**src/rtl/controle_pkg.sv**
```systemverilog
`default_nettype none
// +----------------------------------------------------------------------------+
// | controle_pkg                                                               |
// | Shared definitions for the iZero multi-cycle control sequencer: state      |
// | codes, opcode/function encodings, PC/write-back/ALU select codes, the      |
// | instruction-class enum, the decoded control word and its decoder.          |
// | Revision: 1.0 - initial multi-cycle release                                |
// +----------------------------------------------------------------------------+
package controle_pkg;

  // Sequencer states, kept as plain constants so older netlists and
  // waveform scripts that expect raw codes keep working.
  typedef logic [2:0] state_t;
  localparam state_t ST_FETCH   = 3'd0;
  localparam state_t ST_DECODE  = 3'd1;
  localparam state_t ST_EXEC    = 3'd2;
  localparam state_t ST_MEM     = 3'd3;
  localparam state_t ST_IO_WAIT = 3'd4;
  localparam state_t ST_WB      = 3'd5;
  localparam state_t ST_INTR    = 3'd6;
  localparam state_t ST_HALT    = 3'd7;

  // iZero primary opcodes
  localparam logic [5:0] OP_R          = 6'h00;
  localparam logic [5:0] OP_J          = 6'h02;
  localparam logic [5:0] OP_JF         = 6'h04;
  localparam logic [5:0] OP_ADDI       = 6'h08;
  localparam logic [5:0] OP_SLTI       = 6'h0A;
  localparam logic [5:0] OP_ANDI       = 6'h0C;
  localparam logic [5:0] OP_ORI        = 6'h0D;
  localparam logic [5:0] OP_IN         = 6'h1C;
  localparam logic [5:0] OP_LW         = 6'h23;
  localparam logic [5:0] OP_SW         = 6'h2B;
  localparam logic [5:0] OP_SYSCALL    = 6'h30;
  localparam logic [5:0] OP_CIC        = 6'h31;
  localparam logic [5:0] OP_GIC        = 6'h32;
  localparam logic [5:0] OP_GIP        = 6'h33;
  localparam logic [5:0] OP_EXEC       = 6'h34;
  localparam logic [5:0] OP_EXEC_AGAIN = 6'h35;
  localparam logic [5:0] OP_HALT       = 6'h3F;

  // R-type function field
  localparam logic [5:0] FN_JR  = 6'h08;
  localparam logic [5:0] FN_ADD = 6'h20;
  localparam logic [5:0] FN_SUB = 6'h22;
  localparam logic [5:0] FN_AND = 6'h24;
  localparam logic [5:0] FN_OR  = 6'h25;
  localparam logic [5:0] FN_XOR = 6'h26;
  localparam logic [5:0] FN_SLT = 6'h2A;

  // PC mux select
  localparam logic [1:0] PC_INC    = 2'd0;
  localparam logic [1:0] PC_BRANCH = 2'd1;
  localparam logic [1:0] PC_REG    = 2'd2;
  localparam logic [1:0] PC_VECTOR = 2'd3;

  // Destination register select
  localparam logic [1:0] RD_RT = 2'd0;
  localparam logic [1:0] RD_RD = 2'd1;
  localparam logic [1:0] RD_RA = 2'd2;

  // Write-back data select. The input port shares the memory read-data
  // path, so 'in' writes back through WS_MEM.
  localparam logic [1:0] WS_ALU     = 2'd0;
  localparam logic [1:0] WS_MEM     = 2'd1;
  localparam logic [1:0] WS_INTCODE = 2'd2;
  localparam logic [1:0] WS_PENDING = 2'd3;

  // ALU operations
  localparam logic [4:0] ALU_ADD = 5'd0;
  localparam logic [4:0] ALU_SUB = 5'd1;
  localparam logic [4:0] ALU_AND = 5'd2;
  localparam logic [4:0] ALU_OR  = 5'd3;
  localparam logic [4:0] ALU_XOR = 5'd4;
  localparam logic [4:0] ALU_SLT = 5'd5;

  // CL_NOP is encoded as zero so an all-zero control word is a no-op.
  typedef enum logic [3:0] {
    CL_NOP   = 4'd0,
    CL_ALU_R = 4'd1,
    CL_ALU_I = 4'd2,
    CL_LOAD  = 4'd3,
    CL_STORE = 4'd4,
    CL_IN    = 4'd5,
    CL_JUMP  = 4'd6,
    CL_SYS   = 4'd7,
    CL_HALT  = 4'd8
  } iclass_t;

  typedef struct packed {
    iclass_t    cls;
    logic [4:0] alu_op;
    logic       alu_src_reg;  // 1: operand B from register file
    logic       reg_write;
    logic [1:0] reg_dest;
    logic [1:0] wrt_sel;
    logic [1:0] pc_src;
    logic       is_cond;      // PC redirect depends on isFalse
    logic       set_kernel;
    logic       clr_kernel;
    logic       clr_pend;
  } ctrl_t;

  function automatic ctrl_t decode_instr(input logic [5:0] op, input logic [5:0] func);
    ctrl_t c;
    c = '0;
    case (op)
      OP_R: begin
        c.alu_src_reg = 1'b1;
        c.reg_write   = 1'b1;
        c.reg_dest    = RD_RD;
        c.wrt_sel     = WS_ALU;
        c.cls         = CL_ALU_R;
        case (func)
          FN_ADD: c.alu_op = ALU_ADD;
          FN_SUB: c.alu_op = ALU_SUB;
          FN_AND: c.alu_op = ALU_AND;
          FN_OR:  c.alu_op = ALU_OR;
          FN_XOR: c.alu_op = ALU_XOR;
          FN_SLT: c.alu_op = ALU_SLT;
          FN_JR: begin
            c.cls       = CL_JUMP;
            c.reg_write = 1'b0;
            c.reg_dest  = RD_RT;
            c.pc_src    = PC_REG;
          end
          default: c = '0;  // unknown function: no-op
        endcase
      end
      OP_ADDI, OP_SLTI, OP_ANDI, OP_ORI: begin
        c.cls       = CL_ALU_I;
        c.reg_write = 1'b1;
        c.reg_dest  = RD_RT;
        c.wrt_sel   = WS_ALU;
        case (op)
          OP_SLTI: c.alu_op = ALU_SLT;
          OP_ANDI: c.alu_op = ALU_AND;
          OP_ORI:  c.alu_op = ALU_OR;
          default: c.alu_op = ALU_ADD;
        endcase
      end
      OP_LW: begin
        c.cls       = CL_LOAD;
        c.alu_op    = ALU_ADD;
        c.reg_write = 1'b1;
        c.reg_dest  = RD_RT;
        c.wrt_sel   = WS_MEM;
      end
      OP_SW: begin
        c.cls    = CL_STORE;
        c.alu_op = ALU_ADD;
      end
      OP_IN: begin
        c.cls       = CL_IN;
        c.reg_write = 1'b1;
        c.reg_dest  = RD_RT;
        c.wrt_sel   = WS_MEM;
      end
      OP_J: begin
        c.cls    = CL_JUMP;
        c.pc_src = PC_BRANCH;
      end
      OP_JF: begin
        c.cls         = CL_JUMP;
        c.alu_op      = ALU_SUB;
        c.alu_src_reg = 1'b1;
        c.pc_src      = PC_BRANCH;
        c.is_cond     = 1'b1;
      end
      OP_SYSCALL: begin
        c.cls        = CL_SYS;
        c.pc_src     = PC_VECTOR;
        c.set_kernel = 1'b1;
      end
      OP_CIC: begin
        c.cls      = CL_SYS;
        c.clr_pend = 1'b1;
      end
      OP_GIC, OP_GIP: begin
        c.cls       = CL_SYS;
        c.reg_write = 1'b1;
        c.reg_dest  = RD_RT;
        c.wrt_sel   = (op == OP_GIC) ? WS_INTCODE : WS_PENDING;
      end
      OP_EXEC, OP_EXEC_AGAIN: begin
        c.cls        = CL_SYS;
        c.pc_src     = PC_REG;
        c.clr_kernel = 1'b1;
      end
      OP_HALT: c.cls = CL_HALT;
      default: c = '0;
    endcase
    return c;
  endfunction

endpackage
`default_nettype wire

```
**src/rtl/controle_multiciclo_irq_prio_enc.sv**
```systemverilog
`default_nettype none
// +----------------------------------------------------------------------------+
// | irq_prio_enc                                                               |
// | Pending-interrupt register with a lowest-index-first priority encoder.    |
// | Ports: clk, rst (async, active-low), set_vec (bits to raise), clr_en /    |
// |        clr_idx (bit to clear; a simultaneous set wins), any_pending,       |
// |        top_idx (lowest pending channel).                                   |
// | Revision: 1.0 - initial multi-cycle release                                |
// +----------------------------------------------------------------------------+
module irq_prio_enc #(
  parameter int NUM_IRQ = 4
) (
  input  logic                       clk,
  input  logic                       rst,
  input  logic [NUM_IRQ-1:0]         set_vec,
  input  logic                       clr_en,
  input  logic [$clog2(NUM_IRQ)-1:0] clr_idx,
  output logic                       any_pending,
  output logic [$clog2(NUM_IRQ)-1:0] top_idx
);
  localparam int IW = $clog2(NUM_IRQ);

  logic [NUM_IRQ-1:0] pending;
  logic [NUM_IRQ-1:0] clr_mask;

  for (genvar i = 0; i < NUM_IRQ; i++) begin : g_clr
    assign clr_mask[i] = clr_en && (clr_idx == IW'(i));
  end

  // Set is OR-ed in after the clear so a request arriving in the clearing
  // cycle is never lost.
  always_ff @(posedge clk or negedge rst) begin
    if (!rst) begin
      pending <= '0;
    end else begin
      pending <= (pending & ~clr_mask) | set_vec;
    end
  end

  // Scan from the top down so the lowest index is the last to assign.
  always_comb begin
    top_idx = '0;
    for (int i = NUM_IRQ - 1; i >= 0; i--) begin
      if (pending[i]) top_idx = IW'(i);
    end
  end

  assign any_pending = |pending;

endmodule
`default_nettype wire

```
**src/rtl/controle_multiciclo.sv**
```systemverilog
`default_nettype none
// +----------------------------------------------------------------------------+
// | controle_multiciclo                                                        |
// | Multi-cycle control sequencer for the iZero processor: FETCH, DECODE,     |
// | EXEC, MEM, IO_WAIT, WB, INTR, HALT, with a prioritised interrupt entry at  |
// | instruction boundaries and a memory-timeout bus error.                     |
// | Inputs : clk, rst (async, active-low), op, func, isFalse, btn, irq,        |
// |          memReady.                                                         |
// | Outputs: irWrite, pcWrite, pcSource, regWrite, regDest, regWrtSelect,      |
// |          isRegAluOp, aluOp, memRead, memWrite, inta, intCode, kernelMode,  |
// |          busError, isHalt. All outputs decode registered state only.       |
// | Revision: 1.0 - initial multi-cycle release                                |
// +----------------------------------------------------------------------------+
module controle_multiciclo
  import controle_pkg::*;
#(
  parameter int NUM_IRQ     = 4,
  parameter int MEM_TIMEOUT = 15
) (
  input  logic                       clk,
  input  logic                       rst,
  input  logic [5:0]                 op,
  input  logic [5:0]                 func,
  input  logic                       isFalse,
  input  logic                       btn,
  input  logic [NUM_IRQ-1:0]         irq,
  input  logic                       memReady,
  output logic                       irWrite,
  output logic                       pcWrite,
  output logic [1:0]                 pcSource,
  output logic                       regWrite,
  output logic [1:0]                 regDest,
  output logic [1:0]                 regWrtSelect,
  output logic                       isRegAluOp,
  output logic [4:0]                 aluOp,
  output logic                       memRead,
  output logic                       memWrite,
  output logic                       inta,
  output logic [$clog2(NUM_IRQ)-1:0] intCode,
  output logic                       kernelMode,
  output logic                       busError,
  output logic                       isHalt
);
  localparam int CNT_W = $clog2(MEM_TIMEOUT + 1);

  state_t                     state;
  state_t                     next_state;
  ctrl_t                      ctrl;
  logic                       armed;
  logic                       branch_taken;
  logic [CNT_W-1:0]           mem_cnt;
  logic                       mem_fault;
  logic                       bus_error;
  logic                       kernel_mode;
  logic [$clog2(NUM_IRQ)-1:0] int_code;
  logic                       btn_q;

  logic                       timeout_hit;
  logic                       btn_rise;
  logic [NUM_IRQ-1:0]         set_vec;
  logic                       clr_en;
  logic                       any_pending;
  logic [$clog2(NUM_IRQ)-1:0] top_idx;

  // A completion arriving in the last allowed cycle still counts as success.
  assign timeout_hit = (state == ST_MEM) && !memReady && (mem_cnt == CNT_W'(MEM_TIMEOUT));
  assign btn_rise    = btn && !btn_q;
  assign clr_en      = (state == ST_WB) && ctrl.clr_pend;

  always_comb begin
    set_vec    = irq;
    set_vec[0] = irq[0] | timeout_hit;
  end

  irq_prio_enc #(
    .NUM_IRQ (NUM_IRQ)
  ) u_irq (
    .clk         (clk),
    .rst         (rst),
    .set_vec     (set_vec),
    .clr_en      (clr_en),
    .clr_idx     (int_code),
    .any_pending (any_pending),
    .top_idx     (top_idx)
  );

  always_comb begin
    next_state = state;
    case (state)
      // 'armed' keeps the first post-reset cycle quiet before fetching.
      ST_FETCH:  next_state = armed ? ST_DECODE : ST_FETCH;
      ST_DECODE: next_state = ST_EXEC;
      ST_EXEC: begin
        case (ctrl.cls)
          CL_LOAD, CL_STORE: next_state = ST_MEM;
          CL_IN:             next_state = ST_IO_WAIT;
          CL_HALT:           next_state = ST_HALT;
          default:           next_state = ST_WB;
        endcase
      end
      ST_MEM: begin
        if (memReady || timeout_hit) next_state = ST_WB;
      end
      ST_IO_WAIT: begin
        if (btn_rise) next_state = ST_WB;
      end
      ST_WB:   next_state = (any_pending && !kernel_mode) ? ST_INTR : ST_FETCH;
      ST_INTR: next_state = ST_FETCH;
      ST_HALT: next_state = ST_HALT;
      default: next_state = ST_FETCH;
    endcase
  end

  always_ff @(posedge clk or negedge rst) begin
    if (!rst) begin
      state        <= ST_FETCH;
      armed        <= 1'b0;
      ctrl         <= '0;
      branch_taken <= 1'b0;
      mem_cnt      <= '0;
      mem_fault    <= 1'b0;
      bus_error    <= 1'b0;
      kernel_mode  <= 1'b1;
      int_code     <= '0;
      btn_q        <= 1'b0;
    end else begin
      state <= next_state;
      armed <= 1'b1;
      btn_q <= btn;

      if (state == ST_DECODE) ctrl <= decode_instr(op, func);

      if (state == ST_EXEC) begin
        branch_taken <= isFalse;
        mem_fault    <= 1'b0;
      end

      if ((state == ST_MEM) && (next_state == ST_MEM)) mem_cnt <= mem_cnt + CNT_W'(1);
      else                                             mem_cnt <= '0;

      if (timeout_hit) begin
        mem_fault <= 1'b1;
        bus_error <= 1'b1;
      end

      // intCode and kernel mode are updated on INTR entry so they are
      // already valid while inta is high.
      if ((state == ST_WB) && (next_state == ST_INTR)) begin
        kernel_mode <= 1'b1;
        int_code    <= top_idx;
      end else if (state == ST_WB) begin
        if (ctrl.set_kernel)      kernel_mode <= 1'b1;
        else if (ctrl.clr_kernel) kernel_mode <= 1'b0;
      end
    end
  end

  always_comb begin
    irWrite  = (state == ST_FETCH) && armed;
    pcWrite  = (state == ST_WB) || (state == ST_INTR);
    regWrite = (state == ST_WB) && ctrl.reg_write && !mem_fault;
    memRead  = (state == ST_MEM) && (ctrl.cls == CL_LOAD);
    memWrite = (state == ST_MEM) && (ctrl.cls == CL_STORE);
    inta     = (state == ST_INTR);
    isHalt   = (state == ST_HALT);
    pcSource = PC_INC;
    if (state == ST_INTR) begin
      pcSource = PC_VECTOR;
    end else if (state == ST_WB) begin
      if (ctrl.is_cond) pcSource = branch_taken ? PC_BRANCH : PC_INC;
      else              pcSource = ctrl.pc_src;
    end
  end

  assign regDest      = ctrl.reg_dest;
  assign regWrtSelect = ctrl.wrt_sel;
  assign isRegAluOp   = ctrl.alu_src_reg;
  assign aluOp        = ctrl.alu_op;
  assign intCode      = int_code;
  assign kernelMode   = kernel_mode;
  assign busError     = bus_error;

endmodule
`default_nettype wire
```
**config.mk**
```make
export PLATFORM = sky130hd
export DESIGN_NAME = controle_multiciclo
export DESIGN_NICKNAME = d
export VERILOG_FILES = /design/src/rtl/controle_pkg.sv /design/src/rtl/controle_multiciclo_irq_prio_enc.sv /design/src/rtl/controle_multiciclo.sv
export SDC_FILE = /design/constraint.sdc
export NUM_CORES = 1
export LEC_CHECK = 0
export CORE_AREA = 3 3 84 86
export DETAILED_ROUTE_END_ITERATION = 16
export DIE_AREA = 0 0 87 89
export MAX_ROUTING_LAYER = met4
export SYNTH_ARGS = -nofsm -noshare
export SYNTH_HDL_FRONTEND = slang
export SYNTH_SLANG_ARGS = --single-unit
```
**constraint.sdc**
```tcl
create_clock -name clk -period 2 [get_ports clk]
set_clock_uncertainty 0.1 [all_clocks]
set_input_delay 0.2 -clock clk [delete_from_list [all_inputs] [get_ports clk]]
set_output_delay 0.2 -clock clk [all_outputs]
set_load 0.02 [all_outputs]
```
==> results_tabular.tex, run 1 <==
\begin{tabular}{lr}
\hline
Metric & Value \\
\hline
\multicolumn{2}{l}{\textbf{Power and ir drop}} \\
Static leakage & 1.17 nW \\
Post-layout power & 1.51 mW \\
Pwr Density & 538 nW/µm² \\
Worst voltage drop across the vdd grid & 0.000271 V \\
\multicolumn{2}{l}{\textbf{Setup path}} \\
Type of origin of the critical path & flip-flop \\
Maximum fanout along the worst path & 4 \\
CP required & 1.70 ns \\
Endpoint kind of the worst setup timing path & output port \\
Arr. time, crit path & 1.59 ns \\
Class of the most critical setup path & flip-flop to output port \\
\multicolumn{2}{l}{\textbf{Worst hold path}} \\
Path type of the worst min-delay path & input port to flip-flop \\
\multicolumn{2}{l}{\textbf{STA}} \\
Final number of hold-violating endpoints & 0 \\
Min Tclk post-route & 1.89 ns \\
Final period util & 0.947 \\
Worst Hold Slack & 0.265 ns \\
Max Fclk & 528 MHz \\
Number of max-slew violations in the final report & 0 \\
Endpoints failing setup & 0 \\
Unrepaired setup endpoints after global routing & no \\
\multicolumn{2}{l}{\textbf{Yosys}} \\
Cell types with the highest counts after synthesis & 36 x sky130\_fd\_sc\_hd\_\_dfrtp\_1, 26 x sky130\_fd\_sc\_hd\_\_nand2\_1, 24 x sky130\_fd\_sc\_hd\_\_nor2\_1, 17 x sky130\_fd\_sc\_hd\_\_o21ai\_0 \\
YS warnings & 0 \\
Sequential element share of the synthesized area & 0.424 \\
Largest area contributor in the synthesized netlist & sky130\_fd\_sc\_hd\_\_dfrtp\_1 \\
Post-synth design cell area & 2190 µm² \\
Most frequent cell after synthesis & sky130\_fd\_sc\_hd\_\_dfrtp\_1 \\
Post-synth EDFFs & 0 \\
Main area contributors after synthesis & sky130\_fd\_sc\_hd\_\_dfrtp\_1 41\%, sky130\_fd\_sc\_hd\_\_nand2\_1 4.5\%, sky130\_fd\_sc\_hd\_\_nor2\_1 4.1\% \\
Share of async-settable or async-resettable flops after synthesis & 1.00 \\
Proportion of netlist area held by the largest area contributor & 0.412 \\
Flops \& latches, synth & 37 \\
Primary FF master, synth & sky130\_fd\_sc\_hd\_\_dfrtp\_1 \\
Post-synthesis instance total & 246 \\
Count of cell types in the netlist & 54 \\
Syn\_area\_per\_cell & 8.90 µm² \\
\multicolumn{2}{l}{\textbf{CTS}} \\
CTS Root Cell & sky130\_fd\_sc\_hd\_\_clkbuf\_8 \\
Number of buffers added by the clock tree synthesis step & 5 \\
Clock Tree Buf Depth & 2 \\
Clock-pin slew of the registers on the worst-case setup and hold paths & 0.08 ns \\
CTS tree & done \\
Clock Latency Late Sink & 0.30 ns \\
Clock Sink Count & 37 \\
CTS H-tree depth & 2 \\
\multicolumn{2}{l}{\textbf{Floorplanning}} \\
Die area & 7740 µm² \\
Starting utilization of the core area & 0.345 \\
Die Width & 87 µm \\
FP Rows & 29 \\
Standard cell core area & 6350 µm² \\
Die Y-Extent & 89 µm \\
Count of boundary I/O pins & 44 \\
\multicolumn{2}{l}{\textbf{Detailed routing}} \\
Post-detailed-routing wire length & 5170 µm \\
Average wire per standard cell & 13.9 µm \\
Post-route ant nets & 0 \\
Initial DRC count & 119 \\
Residual DRC count & 0 \\
Number of vias in the routed layout & 1974 \\
Number of vias per cell after detailed routing & 5.29 \\
First-pass detailed-route iteration total & 4 \\
\multicolumn{2}{l}{\textbf{Placement}} \\
Placed Cells incl. Taps & 364 \\
Port buffer count & 40 \\
Detailed placer's ending HPWL & 3790 µm \\
Final RePlAce weighted congestion & 0.847 \\
Area after DPL & 2720 µm² \\
\multicolumn{2}{l}{\textbf{Finish}} \\
Post-route non-filler standard cell count & 373 \\
Final cell area excluding filler cells & 2810 µm² \\
Sequential cell area in the final layout & 927 µm² \\
Area occupied by multi-input gates & 1110 µm² \\
Number of inserted diodes & 0 \\
Fraction of final layout cells sized beyond drive strength 1 & 0.145 \\
Nets@finish & 317 \\
\# fillers & 655 \\
Layout-stage area growth over the synthesis result & 28.5\% \\
\multicolumn{2}{l}{\textbf{Global route}} \\
Initial antenna violation count & 0 \\
Pin count of the biggest net entering global routing & 38 \\
Global-route total usage across every layer & 0.147 \\
Residual overflow from global routing & 0 \\
First-pass GRT wire length & 8650 µm \\
Number of global-route vias before repair & 1855 \\
\multicolumn{2}{l}{\textbf{Run status}} \\
Outcome & finished clean \\
\multicolumn{2}{l}{\textbf{Job}} \\
Reported max-cap violation count & 0 \\
\hline
\end{tabular}
cells in the final DEF, fill, tap and decap left out, types with 6 or more instances in the layout:
master	synthesis	routed
sky130_fd_sc_hd__clkbuf_8	0	6
sky130_fd_sc_hd__dfrtp_1	36	36
sky130_fd_sc_hd__inv_1	7	7
sky130_fd_sc_hd__o21ai_0	17	17
sky130_fd_sc_hd__nor2_1	24	24
sky130_fd_sc_hd__clkdlybuf4s50_1	0	31
sky130_fd_sc_hd__nand2b_1	7	7
sky130_fd_sc_hd__a21oi_1	9	9
sky130_fd_sc_hd__nand2_1	26	26
sky130_fd_sc_hd__buf_4	9	22
final cells by class:
cell class | count | area share
Clock buffer | 7 | 0.0307
Clock inverter | 1 | 0.00267
Inverter | 7 | 0.00934
Multi-Input combinational cell | 181 | 0.396
Sequential cell | 37 | 0.330
Tap cell | 77 | 0.0343
Timing Repair Buffer | 63 | 0.198
through the flow:
stage / TNS, ns / utilization / setup slack, ns
after global routing: 0 / 0.443 / 0.00220
after detailed placement: -0.188 / 0.428 / -0.0685
after floorplan: 0 / - / 0.184
after global placement: -0.00899 / 0.428 / -0.00706
final: 0 / 0.443 / 0.107
after CTS: 0 / 0.443 / 0.00715
critical path: stages (launching register included):
cell                            delay [ns]
sky130_fd_sc_hd__dfrtp_1              0.39
sky130_fd_sc_hd__nand2_1              0.10
sky130_fd_sc_hd__or2_2                0.32
sky130_fd_sc_hd__nor2b_1              0.14
sky130_fd_sc_hd__dlygate4sd2_1        0.34
report_power, final:
part | internal, mW | switching, mW
logic | 0.0879 | 0.0943
registers | 0.756 | 0.00562
clock network | 0.280 | 0.289
total | 1.12 | 0.389
flip-flops by register name, summed over array words and instances, names as in the netlist:
name / cells
ctrl: 11
mem_cnt: 4
u_irq.pending: 4
aluOp: 3
state: 3
intCode: 2
regWrtSelect: 2
armed: 1
branch_taken: 1
btn_q: 1
busError: 1
isRegAluOp: 1
kernelMode: 1
mem_fault: 1
regDest: 1
cell families (layout without fill, tap and decap cells):
kind of cell,after synthesis,in the layout,synth area share
compound gates,61,61,0.192
xor+xnor,6,6,0.0240
fa+ha+maj,1,1,0.00572
buf+inv,30,78,0.0732
flops,37,37,0.424
mux,2,2,0.00972
other cells,2,4,0.00343
simple gates,107,107,0.269
worst paths after layout:
check	from	cells past startpoint	slack [ns]	endpoint
min in group asynchronous	rst	3	0.37	u_irq.pending[1]
worst min register to register	mem_cnt[0]	1	0.36	mem_cnt[0]
worst max-delay path	state[1]	4	0.11	memRead
worst min-delay path	btn	1	0.27	btn_q
max in group asynchronous	rst	3	1.06	kernelMode
worst max register to register	state[2]	5	0.23	isRegAluOp
metal layers:
layer  wire length [µm]  global-route usage  part of all wire  vias up
met3                306              0.0304             0.059        8
met5                  0                   -                 0        -
met2               2290               0.232              0.44       68
li1                   -                   -                 -      984
met1               2480               0.185              0.48      914
met4                 90              0.0552             0.017        0
repair_timing:
action                                 CTS  global route
buffers inserted                         0             0
setup endpoints to repair                8             6
gates resized for setup                  8             9
hold buffers                             1             0
endpoints found under the hold margin   36             0
Note: power is estimated with default switching activity, not from simulation.
==> inputs of run 2 (changes only) <==
--- a/config.mk
+++ b/config.mk
@@ -8,6 +8,7 @@
 export CORE_AREA = 3 3 84 86
 export DETAILED_ROUTE_END_ITERATION = 16
 export DIE_AREA = 0 0 87 89
+export GPL_TIMING_DRIVEN = 0
 export MAX_ROUTING_LAYER = met4
 export SYNTH_ARGS = -nofsm -noshare
 export SYNTH_HDL_FRONTEND = slang
==> results_tabular.tex, run 2 (synthesis gave the netlist of run 1 again) <==
\begin{tabular}{lr}
\hline
Metric & Value \\
\hline
\multicolumn{2}{l}{\textbf{Finish}} \\
Top flop regs & ctrl: 11 flops, mem\_cnt: 4 flops, u\_irq.pending: 4 flops \\
Layout-stage area growth over the synthesis result & 26.6\% \\
Most frequent cells in the layout & 36 x sky130\_fd\_sc\_hd\_\_dfrtp\_1, 28 x sky130\_fd\_sc\_hd\_\_clkdlybuf4s50\_1, 26 x sky130\_fd\_sc\_hd\_\_nand2\_1 \\
Nets@finish & 316 (-0.32\%) \\
Largest register FFs & 11 (unchanged) \\
Reg with most FFs & ctrl \\
Number of inserted diodes & 0 (unchanged) \\
Most frequent standard cell in the layout excluding fill and tap cells & sky130\_fd\_sc\_hd\_\_dfrtp\_1 \\
Fraction of final layout cells sized beyond drive strength 1 & 0.136 (-0.00968) \\
\# fillers & 637 (-2.7\%) \\
Post-route non-filler standard cell count & 372 (-0.27\%) \\
\multicolumn{2}{l}{\textbf{Floorplanning}} \\
Die Y-Extent & 89 µm (unchanged) \\
FP Rows & 29 (unchanged) \\
Count of boundary I/O pins & 44 (unchanged) \\
Starting utilization of the core area & 0.345 (unchanged) \\
Die Width & 87 µm (unchanged) \\
Standard cell core area & 6350 µm² (unchanged) \\
Die area & 7740 µm² (unchanged) \\
\multicolumn{2}{l}{\textbf{Detailed routing}} \\
Average wire per standard cell & 14.2 µm (+2.6\%) \\
Number of vias in the routed layout & 1964 (-0.51\%) \\
Residual DRC count & 0 (unchanged) \\
Post-detailed-routing wire length & 5290 µm (+2.3\%) \\
Number of vias per cell after detailed routing & 5.28 (-0.24\%) \\
Post-route ant nets & 0 (unchanged) \\
Initial DRC count & 69 (-42\%) \\
First-pass detailed-route iteration total & 4 (unchanged) \\
\multicolumn{2}{l}{\textbf{Setup path}} \\
CP Launch Point & state[0] \\
Reg-to-reg slack, setup & 0.18 ns (-0.05 ns) \\
Type of origin of the critical path & flip-flop \\
Startpoint of the worst register-to-register path & state[2] \\
Maximum fanout along the worst path & 10 (+6) \\
Class of the most critical setup path & flip-flop to output port \\
Endpoint kind of the worst setup timing path & output port \\
Arr. time, crit path & 1.58 ns (about the same) \\
CP required & 1.70 ns (about the same) \\
\multicolumn{2}{l}{\textbf{CTS}} \\
Clock Tree Buf Depth & 2 (unchanged) \\
Clock Sink Count & 37 (unchanged) \\
Number of buffers added by the clock tree synthesis step & 5 (unchanged) \\
CTS tree & done \\
CTS Root Cell & sky130\_fd\_sc\_hd\_\_clkbuf\_8 \\
Clock Latency Late Sink & 0.29 ns (about the same) \\
CTS H-tree depth & 2 (unchanged) \\
Clock-pin slew of the registers on the worst-case setup and hold paths & 0.07 ns (about the same) \\
\multicolumn{2}{l}{\textbf{Power and ir drop}} \\
Pwr Density & 520 nW/µm² (-3.3\%) \\
Post-layout power & 1.44 mW (-4.7\%) \\
Worst voltage drop across the vdd grid & 0.000287 V (+5.9\%) \\
Static leakage & 1.16 nW (-1.2\%) \\
\multicolumn{2}{l}{\textbf{Global route}} \\
Global-route total usage across every layer & 0.149 (+0.00269) \\
First-pass GRT wire length & 8820 µm (+2.0\%) \\
Residual overflow from global routing & 0 (unchanged) \\
Number of global-route vias before repair & 1896 (+2.2\%) \\
Initial antenna violation count & 0 (unchanged) \\
Pin count of the biggest net entering global routing & 38 (unchanged) \\
\multicolumn{2}{l}{\textbf{STA}} \\
Number of max-slew violations in the final report & 0 (unchanged) \\
Final number of hold-violating endpoints & 0 (unchanged) \\
Min Tclk post-route & 1.88 ns (-0.00889 ns) \\
Worst Setup Slack, final & 0.116 ns (+0.00890 ns) \\
Worst Hold Slack & 0.152 ns (-0.113 ns) \\
Final period util & 0.942 (-0.00445) \\
Endpoints failing setup & 0 (unchanged) \\
Worst-margin pin slew & 0.832 ns \\
Max Fclk & 531 MHz (+0.47\%) \\
Headroom to the max-slew limit & 0.445 \\
Unrepaired setup endpoints after global routing & no \\
\multicolumn{2}{l}{\textbf{Run status}} \\
Outcome & finished clean \\
\multicolumn{2}{l}{\textbf{Placement}} \\
Final RePlAce weighted congestion & 0.908 (+7.2\%) \\
Detailed placer's ending HPWL & 3950 µm (+4.3\%) \\
Port buffer count & 38 (-5.0\%) \\
Placed Cells incl. Taps & 363 (-0.27\%) \\
Worst slack at placement & -0.206 ns (-0.138 ns) \\
\multicolumn{2}{l}{\textbf{Worst hold path}} \\
Path type of the worst min-delay path & input port to flip-flop \\
Startpoint of the tightest hold check path & op[1] \\
\multicolumn{2}{l}{\textbf{Job}} \\
Reported max-cap violation count & 0 (unchanged) \\
\hline
\end{tabular}
[run 2: cell count changes in the layout (fill, tap and decap cells not counted), sizes merged]
cell	delta
buf	-4
clkbuf	+4
clkdlybuf4s15	-1
clkinvlp	-1
clkinv	+2
dlymetal6s2s	+1
dlygate4sd2	+1
clkdlybuf4s50	-3
[run 2: layer usage]
| layer | up-vias | share of wire | track usage |
|---|---|---|---|
| met5 | - | 0 | - |
| li1 | 974 | - | - |
| met4 | 0 | 0.011 | 0.0382 |
| met1 | 922 | 0.47 | 0.193 |
| met3 | 6 | 0.057 | 0.0341 |
| met2 | 62 | 0.46 | 0.237 |
[run 2: timing repair]
item	4_1_cts	5_1_grt
setup buffers	0	0
gates resized for setup	18	9
endpoints found under the hold margin	36	0
setup endpoints to repair	9	7
hold buffers	1	0
[run 2: power by group]
part | internal, mW | switching [mW] | leakage (nW)
registers | 0.756 | 0.00611 | 0.401
clock network | 0.242 | 0.267 | 0.0450
logic | 0.0769 | 0.0933 | 0.711
total | 1.07 | 0.367 | 1.16
[run 2: final cells by class]
cell class | count | area, µm² | share of cell area
Clock inverter | 2 | 10.0 | 0.00361
Sequential cell | 37 | 927 | 0.335
Clock buffer | 6 | 72.6 | 0.0262
Inverter | 7 | 26.3 | 0.00948
Buffer | 23 | 144 | 0.0519
Multi-Input combinational cell | 181 | 1120 | 0.405
Timing Repair Buffer | 39 | 374 | 0.135
Tap cell | 77 | 96.3 | 0.0348
[run 2: critical path: stages (launching register included)]
cell and delay [ns]:
sky130_fd_sc_hd__dfrtp_1 0.39, sky130_fd_sc_hd__buf_6 0.15, sky130_fd_sc_hd__nand2_1 0.09, sky130_fd_sc_hd__or2_2 0.33, sky130_fd_sc_hd__nor4_2 0.16, sky130_fd_sc_hd__buf_4 0.18
[run 2: stage by stage]
stage	setup TNS (ns)	utilization	instance area, µm²
after floorplan	0	-	2200
after global placement	-12.89	0.421	2670
after detailed placement	-0.784	0.420	2670
after CTS	0	0.435	2760
after global routing	0	0.436	2770
final	0	0.436	2770
[run 2: final timing paths]
kind                       cells past startpoint               end
max                                            5          memWrite
min                                            3           ctrl[1]
max reg2reg                                    5           ctrl[2]
min reg2reg                                    1        mem_cnt[0]
max in group asynchronous                      2        mem_cnt[1]
min in group asynchronous                      2  u_irq.pending[1]
